## src/rtl/uart_rx.sv

```systemverilog
// uart_rx: 8N1 asynchronous serial receiver, LSB first, idle-high line.
// Each frame is recovered by mid-bit sampling against a per-bit clock count.
// The received byte is presented in a holding register with a valid/read
// handshake, and frame-error and overrun are reported as one-cycle pulses.
//
// state     | meaning
// ----------+------------------------------------------------------------
// IDLE      | line idle, clock counter held at 0, waiting for rx_s low
// START     | qualifying the start bit at its midpoint
// DATA      | sampling DATA_BITS data bits, one per CLKS_PER_BIT clocks
// STOP      | sampling the stop bit; high loads the byte, low is an error
// WAIT_HIGH | after a bad stop bit, wait for the line to return high

module uart_rx #(
   parameter int CLKS_PER_BIT = 434,
   parameter int DATA_BITS    = 8
) (
   input  logic                 clk,
   input  logic                 clr_n,
   input  logic                 rx,
   input  logic                 rd_en,
   output logic [DATA_BITS-1:0] data_out,
   output logic                 data_valid,
   output logic                 frame_err,
   output logic                 overrun,
   output logic                 busy
);

   localparam int CW = (CLKS_PER_BIT > 1) ? $clog2(CLKS_PER_BIT) : 1;
   localparam int BW = $clog2(DATA_BITS + 1);

   // Start bit is checked half a bit in, so every later sample lands mid-bit.
   localparam logic [CW-1:0] HALF_M1 = CW'(CLKS_PER_BIT / 2 - 1);
   localparam logic [CW-1:0] FULL_M1 = CW'(CLKS_PER_BIT - 1);
   localparam logic [BW-1:0] NBITS   = BW'(DATA_BITS);

   typedef enum logic [2:0] {
      IDLE      = 3'd0,
      START     = 3'd1,
      DATA      = 3'd2,
      STOP      = 3'd3,
      WAIT_HIGH = 3'd4
   } state_t;

   state_t               state;
   state_t               state_nxt;
   logic [CW-1:0]        clk_cnt;
   logic [CW-1:0]        clk_cnt_nxt;
   logic [BW-1:0]        bit_cnt;
   logic [BW-1:0]        bit_cnt_nxt;
   logic [BW-1:0]        bit_inc;
   logic [DATA_BITS-1:0] shift_reg;
   logic [DATA_BITS-1:0] shift_nxt;
   logic [1:0]           sync_q;
   logic                 rx_s;
   logic                 load;
   logic                 stop_bad;

   // Two-flop synchronizer; nothing else looks at the raw rx pin.
   always_ff @(posedge clk or negedge clr_n) begin
      if (!clr_n) begin
         sync_q <= 2'b11;
      end else begin
         sync_q <= {sync_q[0], rx};
      end
   end

   assign rx_s    = sync_q[1];
   assign bit_inc = bit_cnt + 1'b1;

   // State register, counters and shift register.
   always_ff @(posedge clk or negedge clr_n) begin
      if (!clr_n) begin
         state     <= IDLE;
         clk_cnt   <= '0;
         bit_cnt   <= '0;
         shift_reg <= '0;
      end else begin
         state     <= state_nxt;
         clk_cnt   <= clk_cnt_nxt;
         bit_cnt   <= bit_cnt_nxt;
         shift_reg <= shift_nxt;
      end
   end

   // Next-state, counter and strobe logic; counters clear on every state entry.
   always_comb begin
      state_nxt   = state;
      clk_cnt_nxt = clk_cnt;
      bit_cnt_nxt = bit_cnt;
      shift_nxt   = shift_reg;
      load        = 1'b0;
      stop_bad    = 1'b0;
      case (state)
         IDLE: begin
            clk_cnt_nxt = '0;
            bit_cnt_nxt = '0;
            if (!rx_s) begin
               state_nxt = START;
            end
         end
         START: begin
            if (clk_cnt == HALF_M1) begin
               clk_cnt_nxt = '0;
               bit_cnt_nxt = '0;
               // A line that is already high again was a glitch, not a start.
               state_nxt   = rx_s ? IDLE : DATA;
            end else begin
               clk_cnt_nxt = clk_cnt + 1'b1;
            end
         end
         DATA: begin
            if (clk_cnt == FULL_M1) begin
               clk_cnt_nxt = '0;
               shift_nxt   = {rx_s, shift_reg[DATA_BITS-1:1]};
               if (bit_inc == NBITS) begin
                  bit_cnt_nxt = '0;
                  state_nxt   = STOP;
               end else begin
                  bit_cnt_nxt = bit_inc;
               end
            end else begin
               clk_cnt_nxt = clk_cnt + 1'b1;
            end
         end
         STOP: begin
            if (clk_cnt == FULL_M1) begin
               clk_cnt_nxt = '0;
               bit_cnt_nxt = '0;
               if (rx_s) begin
                  load      = 1'b1;
                  state_nxt = IDLE;
               end else begin
                  stop_bad  = 1'b1;
                  state_nxt = WAIT_HIGH;
               end
            end else begin
               clk_cnt_nxt = clk_cnt + 1'b1;
            end
         end
         WAIT_HIGH: begin
            // Holding here through a break keeps it to a single frame_err.
            clk_cnt_nxt = '0;
            bit_cnt_nxt = '0;
            if (rx_s) begin
               state_nxt = IDLE;
            end
         end
         default: begin
            state_nxt   = IDLE;
            clk_cnt_nxt = '0;
            bit_cnt_nxt = '0;
         end
      endcase
   end

   // Holding register with valid/read handshake and error pulses.
   always_ff @(posedge clk or negedge clr_n) begin
      if (!clr_n) begin
         data_out   <= '0;
         data_valid <= 1'b0;
         overrun    <= 1'b0;
         frame_err  <= 1'b0;
      end else begin
         frame_err <= stop_bad;
         if (load) begin
            data_out   <= shift_reg;
            data_valid <= 1'b1;
            // A same-cycle read consumes the old byte, so nothing is lost.
            overrun    <= data_valid && !rd_en;
         end else begin
            overrun <= 1'b0;
            if (rd_en) begin
               data_valid <= 1'b0;
            end
         end
      end
   end

   assign busy = (state != IDLE);

endmodule

```

## config.mk

```make
export PLATFORM = sky130hd
export DESIGN_NAME = uart_rx
export DESIGN_NICKNAME = d
export VERILOG_FILES = /design/src/rtl/uart_rx.sv
export SDC_FILE = /design/constraint.sdc
export NUM_CORES = 1
export LEC_CHECK = 0
export BUFFER_PORTS_ARGS = -buffer_cell sky130_fd_sc_hd__buf_2
export CAP_MARGIN = 25
export CORE_MARGIN = 2
export CORE_UTILIZATION = 50
export CTS_CLUSTER_DIAMETER = 50
export DETAILED_ROUTE_END_ITERATION = 8
export PLACE_DENSITY = 0.76
export SYNTH_ARGS = -nofsm -noshare
export SYNTH_HDL_FRONTEND = slang
export SYNTH_SLANG_ARGS = --single-unit
```

## constraint.sdc

```tcl
create_clock -name clk -period 3.5 [get_ports clk]
set_input_delay 0 -clock clk [delete_from_list [all_inputs] [get_ports clk]]
set_output_delay 0 -clock clk [all_outputs]
set_load 0.05 [all_outputs]
```

==> metrics <==
Tightest Pin Transition 792.0 ps; CP Launch Type flip-flop; setup ws final 1452 ps; CP Cell Sequence or4b_1 -> o211ai_2 -> o21a_1 -> o21ai_2 -> a21o_1; first-pass GRT wire length 4912 um; kind of critical path reg -> reg; Global Route met1 Usage 0.2120; Rows 20; slowest stage delay, CP 550 ps; sequential fraction of design power 0.651; DP Wirelength 2024 um; synthesized area 1635 um^2; max cap viols 0; Critical path buffers and inverters 0; Largest register FFs 9; Synthesis Warnings 0; Psw 0.1343 mW; Lkg Pwr 0.9259 nW; Slowest-stage cell, CP or4b_1; Cell Pwr Density 361.9 nW/um^2; Area Overhead vs Synth 11.86%; met3 global-route usage 0.05672; initial core utilization 0.5313; critical path peak fanout 10; TritonCTS buffer count 5; Net Sw Frac 0.2029; DR vias 1065; RD Place Congestion 0.8779; Global Route Usage Sum 0.1825; #FFs+latches synth 37; Post-Syn Area per Cell 12.11 um^2; vias per std cell 5.299; chip width 61.19 um; Final Util 0.5943; crit-path leading delay family compound AO/OA/AOI/OAI gates; Mapped Nets 144; Setup Skew 6.089 ps; Max Freq 0.4882 GHz; VDD IR max 0.2111 mV; pre-CTS setup slack 1467 ps; met2 Use GR 0.3161; register area share after synthesis 0.5677; drt wl/cell 13.72 um; Reg2Reg Setup Slack 1450 ps; Critical Path AT 2270 ps; vias in the first global route 1122; CTS root buf clkbuf_4; CTS tree yes; final hold vios 0; Routed WL 2757 um; synthesized instance count 135; final instance area 1829 um^2; ant diodes 0; Inst Count DP 191; die area 3744 um^2; Core Box Area 3078 um^2; CTS max path bufs 2; commonest non-fill, non-tap cells in the layout dfrtp_1 (35), nor2_1 (17), mux2_2 (16); Final Cycle Share 0.5853; hold_ws 283.0 ps; Slew Viols, Final 0; clk_lat worst skew 330 ps; GRT overflow 0; Finished Layout Cells 201; Int Power 0.5277 mW; clock sink count 37; commonest non-fill, non-tap cell in the layout dfrtp_1; Worst-path clk slew 100 ps; DRT iter0 DRCs 60; Layout Nets 166; busiest grt layer met2; Unique masters post-synth 34; Die Ht 61.19 um; Setup crit end kind flip-flop; hold crit path type in -> async; Max H-tree Level 2; status completed; TritonRoute pass-1 iters 4; antenna violations before repair 0; Comb power frac 0.018; Antenna Violating Nets Remaining 0; detailed-route DRC error count 0; crit path time final 2048 ps; TNS Setup 0 ps; WP data required 3730 ps; largest net degree at the start of global routing 38; IO buf count 15; postcts setup bufs 0; setup violators final 0; Clock Power Share 0.331; IO Count 16; Design Power 0.6621 mW; RSZ-0062 raised after global routing false; slew margin rel. 0.4720; share of cells above drive strength 1 0.2930; Cell Area, Placed 1744 um^2
[final timing paths]
check	startpoint	endpoint	cells past startpoint
max	clk_cnt[2]$_DFF_PN0_	state[1]$_DFFE_PN0P_	5
min	clr_n	clk_cnt[6]$_DFF_PN0_	2
max reg2reg	clk_cnt[2]$_DFF_PN0_	state[1]$_DFFE_PN0P_	5
min reg2reg	sync_q[0]$_DFF_PN1_	sync_q[1]$_DFF_PN1_	0
max in group asynchronous	clr_n	data_out[6]$_DFFE_PN0P_	2
min in group clk	rx	sync_q[0]$_DFF_PN1_	2
[power groups by stage]
stage	Sequential, mW	Clock [mW]	Combinational [mW]
after floorplan	0.439	0	0.000234
after global placement	0.439	0	0.00989
after detailed placement	0.439	0	0.0100
after CTS	0.431	0.229	0.0126
after global routing	0.431	0.246	0.0144
final	0.431	0.219	0.0119
[synthesized netlist by cell type]
cell	number	area [um^2]
dfrtp_1	35	875.8
nor2_1	17	63.81
mux2_2	16	180.2
nand2_1	9	33.78
nand3_1	9	45.04
ha_1	5	62.56
xor2_1	5	43.79
inv_1	4	15.01
o21ai_2	3	26.28
xnor2_1	3	26.28
a21o_1	2	15.01
buf_2	2	10.01
dfstp_2	2	52.55
nand2b_1	2	12.51
o211ai_1	2	15.01
a211o_1	1	8.760
a211oi_1	1	7.510
a21oi_1	1	5.000
a22o_1	1	8.760
and2_1	1	6.260
and3_1	1	6.260
and3_2	1	7.510
and4bb_2	1	12.51
buf_6	1	11.26
nand3_2	1	10.01
nand4_1	1	6.260
nor3b_1	1	7.510
nor4_1	1	6.260
nor4bb_1	1	10.01
o211ai_2	1	12.51
o21a_1	1	7.510
o21ai_0	1	5.000
o311ai_0	1	8.760
or4b_1	1	10.01
[kinds of logic (layout without fill, tap and decap cells)]
kind of cell	after synthesis	after routing	share of synthesized area
flops	37	37	0.5677
buf+inv	7	29	0.02219
simple gates	47	47	0.1454
fa+ha+maj	5	5	0.03826
mux	16	16	0.1102
xor+xnor	8	8	0.04285
compound gates	15	15	0.07345
[routing by layer]
metal  part of all wire  up-vias
met5                  0        -
met4              0.016        0
met3              0.037        4
met2               0.51       18
met1               0.43      534
li1                   -      509
[repair_timing]
action,CTS,global route
hold buffers,3,0
resized for setup,0,0
hold endpoints to repair,38,0
[area by class of cell]
class                           count  area [um^2]
Timing Repair Buffer               18        105.1
Inverter                            4        15.01
Fill cell                         261         1249
Sequential cell                    37        928.4
Tap cell                           44        55.05
Multi-Input combinational cell     91        670.6
Clock buffer                        7        55.05
Note: power is estimated with default switching activity, not from simulation.
